[config.mk]
export PLATFORM = sky130hd
export DESIGN_NAME = m68k_bus_ctrl
export DESIGN_NICKNAME = d
export VERILOG_FILES = /design/src/rtl/m68k_bus_ctrl.sv
export SDC_FILE = /design/constraint.sdc
export NUM_CORES = 1
export LEC_CHECK = 0
export CORE_ASPECT_RATIO = 1.1
export CORE_MARGIN = 3
export CORE_UTILIZATION = 38
export CTS_BUF_LIST = sky130_fd_sc_hd__clkbuf_8
export DETAILED_ROUTE_END_ITERATION = 10
export PLACE_DENSITY_LB_ADDON = 0.1
export SYNTH_ARGS = -nofsm -noshare
export SYNTH_HDL_FRONTEND = slang
export SYNTH_SLANG_ARGS = --single-unit
[constraint.sdc]
create_clock -name clk -period 3.9 [get_ports clk]
set_input_delay 0.39 -clock clk [delete_from_list [all_inputs] [get_ports clk]]
set_output_delay 0.39 -clock clk [all_outputs]
set_load 0.02 [all_outputs]
[src/rtl/m68k_bus_ctrl.sv]
// 68000 bus-cycle controller: N address-decoded regions with per-region wait states, slave ready and BERR timeout.
// Latency: dtack_n low W+1 edges after the AS falling edge when rdy is high; a slave holding rdy low stretches the cycle until timeout.
module m68k_bus_ctrl #(
    parameter int C_REGIONS   = 4,
    parameter int C_ADDR_BITS = 23,
    parameter logic [C_REGIONS*C_ADDR_BITS-1:0] C_BASE = '0,
    parameter logic [C_REGIONS*C_ADDR_BITS-1:0] C_MASK = '0,
    parameter logic [C_REGIONS*4-1:0]           C_WAIT = '0,
    parameter int C_TIMEOUT   = 255
) (
    input  logic                      clk,
    input  logic                      reset_n,
    input  logic                      as_n,
    input  logic                      rw,
    input  logic                      uds_n,
    input  logic                      lds_n,
    input  logic [C_ADDR_BITS-1:0]    addr,
    input  logic [C_REGIONS-1:0]      rdy,
    input  logic [16*C_REGIONS-1:0]   slv_dout,
    output logic [C_REGIONS-1:0]      sel,
    output logic                      rd,
    output logic                      wr,
    output logic                      ub,
    output logic                      lb,
    output logic [15:0]               cpu_din,
    output logic                      dtack_n,
    output logic                      berr_n
);

    localparam int IW = (C_REGIONS > 1) ? $clog2(C_REGIONS) : 1;

    localparam logic [1:0] S_IDLE = 2'd0;
    localparam logic [1:0] S_WAIT = 2'd1;
    localparam logic [1:0] S_ACK  = 2'd2;
    localparam logic [1:0] S_ERR  = 2'd3;

    logic [1:0]    state;
    logic          as_n_q;
    logic [IW-1:0] sel_idx;
    logic [3:0]    wcnt;
    logic [7:0]    tcnt;

    logic          hit;
    logic [IW-1:0] hit_idx;
    logic          start;
    logic          ack;
    logic          tmo;

    // Scan downward so the lowest matching region is the one left standing.
    always_comb begin
        hit     = 1'b0;
        hit_idx = '0;
        for (int i = C_REGIONS - 1; i >= 0; i--) begin
            if ((addr & C_MASK[i*C_ADDR_BITS +: C_ADDR_BITS]) == C_BASE[i*C_ADDR_BITS +: C_ADDR_BITS]) begin
                hit     = 1'b1;
                hit_idx = IW'(i);
            end
        end
    end

    assign start = ~as_n & as_n_q;
    assign ack   = (wcnt == 4'd0) && rdy[sel_idx];
    assign tmo   = (tcnt == 8'(C_TIMEOUT));

    always_ff @(posedge clk) begin
        if (!reset_n) begin
            state   <= S_IDLE;
            as_n_q  <= 1'b1;
            sel     <= '0;
            sel_idx <= '0;
            rd      <= 1'b0;
            wr      <= 1'b0;
            ub      <= 1'b0;
            lb      <= 1'b0;
            cpu_din <= 16'h0000;
            dtack_n <= 1'b1;
            berr_n  <= 1'b1;
            wcnt    <= 4'd0;
            tcnt    <= 8'd0;
        end else begin
            as_n_q <= as_n;
            rd     <= 1'b0;
            wr     <= 1'b0;
            case (state)
                S_IDLE: begin
                    if (start) begin
                        if (hit) begin
                            state   <= S_WAIT;
                            sel     <= C_REGIONS'(1) << hit_idx;
                            sel_idx <= hit_idx;
                            ub      <= ~uds_n;
                            lb      <= ~lds_n;
                            rd      <= rw;
                            wr      <= ~rw;
                            wcnt    <= C_WAIT[32'(hit_idx)*4 +: 4];
                            tcnt    <= 8'd0;
                        end else begin
                            state  <= S_ERR;
                            berr_n <= 1'b0;
                        end
                    end
                end
                S_WAIT: begin
                    // Strobe release beats ack, and ack beats a timeout on the same edge.
                    if (as_n) begin
                        state <= S_IDLE;
                        sel   <= '0;
                    end else if (ack) begin
                        state   <= S_ACK;
                        cpu_din <= slv_dout[32'(sel_idx)*16 +: 16];
                        dtack_n <= 1'b0;
                    end else if (tmo) begin
                        state  <= S_ERR;
                        berr_n <= 1'b0;
                    end else begin
                        tcnt <= tcnt + 8'd1;
                        if (wcnt != 4'd0) begin
                            wcnt <= wcnt - 4'd1;
                        end
                    end
                end
                S_ACK: begin
                    if (as_n) begin
                        state   <= S_IDLE;
                        dtack_n <= 1'b1;
                        sel     <= '0;
                    end
                end
                S_ERR: begin
                    if (as_n) begin
                        state  <= S_IDLE;
                        berr_n <= 1'b1;
                        sel    <= '0;
                    end
                end
                default: begin
                    state <= S_IDLE;
                end
            endcase
        end
    end

endmodule

==> flow_metrics.tcl <==
set metrics [dict create \
    status "complete, no violations" \
    syn_avg_cell_area_um2 9.33 \
    syn_inst 185 \
    slew_headroom_pct 38.5 \
    grt_pass1_vias 1393 \
    p_leak_uw 0.000796 \
    finalHoldViolations 0 \
    worst_setup_path_end_kind "register" \
    synth_edf_count 0 \
    regArea_um2 761 \
    die_area_um2 5390 \
    area_delta_synth_final_pct 29.6 \
    drtIter0Drc 62 \
    routed_via_density 5.34 \
    vias 1491 \
    h-tree-depth 2 \
    p_clk_share_pct 34.1 \
    multi_input_area_um2 857 \
    drtAntennaViolNets 0 \
    rows 25 \
    antenna_cells 0 \
    ys_top_cells_by_area "dfxtp_1, mux2i_1, nor2_1" \
    hold_class "reg2reg" \
    ctsResizeCount 0 \
    rsz0062_at_grt "false" \
    die_w_um 70.3 \
    dp_cells 272 \
    cap_violations 0 \
    setup_violations 0 \
    grt_usage_pct 15.0 \
    grt_overflow 0 \
    fin_crit_ps 2450 \
    crit_fanout 16 \
    p_int_uw 562 \
    grt_pass1_wl_um 6560 \
    die_y_um 76.7 \
    drive_gt1_share_pct 6.22 \
    coreArea_um2 4350 \
    tns_ps 0 \
    power_uw 753 \
    ys_dominant_reg_cell "dfxtp_1" \
    start_util_pct 39.7 \
    fin_skew_ps 6.06 \
    synth_common_cells "dfxtp_1, nor2_1, mux2i_1" \
    drc 0 \
    pwr-share-seq_pct 53.7 \
    max_freq_ghz 0.408 \
    cts_hold_buffers 0 \
    crit_type "reg2reg" \
    ys_seq_area_share_pct 44.1 \
    insertion_delay_ps 290 \
    peakVddDrop_mv 0.199 \
    fin_ws_ps 1450 \
    gp_congestion 0.821 \
    yosysTopAreaCell "dfxtp_1" \
    swShare_pct 25.4 \
    synth_seq_cells 38 \
    clk_path_buf_depth 2 \
    io_pins 123 \
    hold_path_depth 2 \
    worst_pin_slew_ps 922 \
    place.detailed.hpwl_um 2800 \
    yosysWarnings 0 \
    yosys.cell_types.count 43 \
    drtPass1Iterations 4 \
    antenna_found_initial 0 \
    required_ps 4050 \
    switchingPower_uw 191 \
    post-synth-top-count-cell "dfxtp_1" \
    clkTransAtPathRegs_ps 70 \
    final.period_utilization_pct 62.8 \
    cts.sink_count 38 \
    rr_worst_depth 4 \
    grt_max_degree 24 \
    start_kind "register" \
    cts_root_buf "clkbuf_8" \
    synth_area_um2 1730 \
    nets 324 \
    yosysTopAreaCellShare_pct 44.1 \
    final_cell_count_no_fill 279 \
    cts_made_buffers 5 \
    power_frac_comb_pct 12.3 \
    synthArstFlopShare_pct 0 \
    critPathArrivalTime_ps 2600 \
    routed_wl_um 3880 \
    place_ws_ps 1350 \
    cts_tree "yes" \
    port_buffers 45 \
    wl_per_cell_um 13.9 \
    post-cts-setup-buffers 0 \
    slew_violations 0 \
    fillCellCount 405 \
    power_density_nw_per_um2 337 \
]
## cells by family after synthesis
logic type / count (synthesis) / share of synthesized area [%]
compound gates: 36 / 15.1
mux: 17 / 9.85
simple gates: 71 / 22.5
fa+ha+maj: 2 / 1.45
buf+inv: 20 / 6.74
other cells: 1 / 0.217
flops: 38 / 44.1
## worst max-delay path, stage by stage, from the launching register on
cell	delay, ps
dfxtp_1	530
nor2b_1	560
and3_1	870
mux2i_1	290
nor2_1	50
## cells in the final DEF (no fill, tap or decap), drive strengths merged, types with 2 or more instances in the layout
cell           synthesis  final
a211oi                 4      4
a21o                   3      3
a21oi                 10     10
a31oi                  2      2
and3                   5      5
clkbuf                 4      5
clkdlybuf4s50          0     45
clkinv                 0      2
conb                   1      3
dfxtp                 38     38
ha                     2      2
inv                    6      6
mux2i                 17     17
nand2                 10     10
nand3                 10     10
nand4                  5      5
nor2                  22     22
nor2b                  3      3
nor3                   5      5
o2111ai                2      2
o211ai                 4      4
o21ai                  5      5
o31ai                  2      2
## area by class of cell
type,instances,share of cell area (%)
tap,54,3.02
sequential,38,34.0
timing repair buffer,45,20.1
clock inverter,2,0.447
clock buffer,5,3.08
inverter,6,1.01
multi-input combinational,129,38.3
## power by group through the flow
stage | clock network [uW] | logic (uW) | registers, uW
after global routing | 281 | 100 | 406
after floorplan | 0 | 46.1 | 420
after global placement | 0 | 92.1 | 413
after CTS | 267 | 93.1 | 404
final | 257 | 92.4 | 404
after detailed placement | 0 | 92.5 | 413
## final timing paths
check | slack (ps) | to | from
max | 1450 | cpu_din[0] | state[0]
min reg2reg | 490 | sel[0] | sel[0]
max reg2reg | 1450 | cpu_din[0] | state[0]
min | 490 | sel[0] | sel[0]
## per-stage QoR
stage          area (um2)  hold WS (ps)  util, %
2_1_floorplan        1730           442        -
3_3_place_gp         2160           462     49.6
3_5_place_dp         2160           480     49.6
4_1_cts              2240           488     51.5
5_1_grt              2240           520     51.5
6_report             2240           487     51.5
## flip-flops by register name, summed over array words and instances, names as in the netlist
signal	count
tcnt	8
rd	1
wcnt	4
lb	1
ub	1
wr	1
dtack_n	1
cpu_din	16
sel	1
as_n_q	1
state	2
berr_n	1
## per-layer routing
layer | vias up | track usage [%] | routed length [um]
met3 | 5 | 3.67 | 295
met1 | 675 | 19.8 | 1830
met2 | 68 | 23.3 | 1690
li1 | 743 | - | -
met5 | - | 0 | 0
met4 | 0 | 5.75 | 57
(Power assumes the default switching activity.)
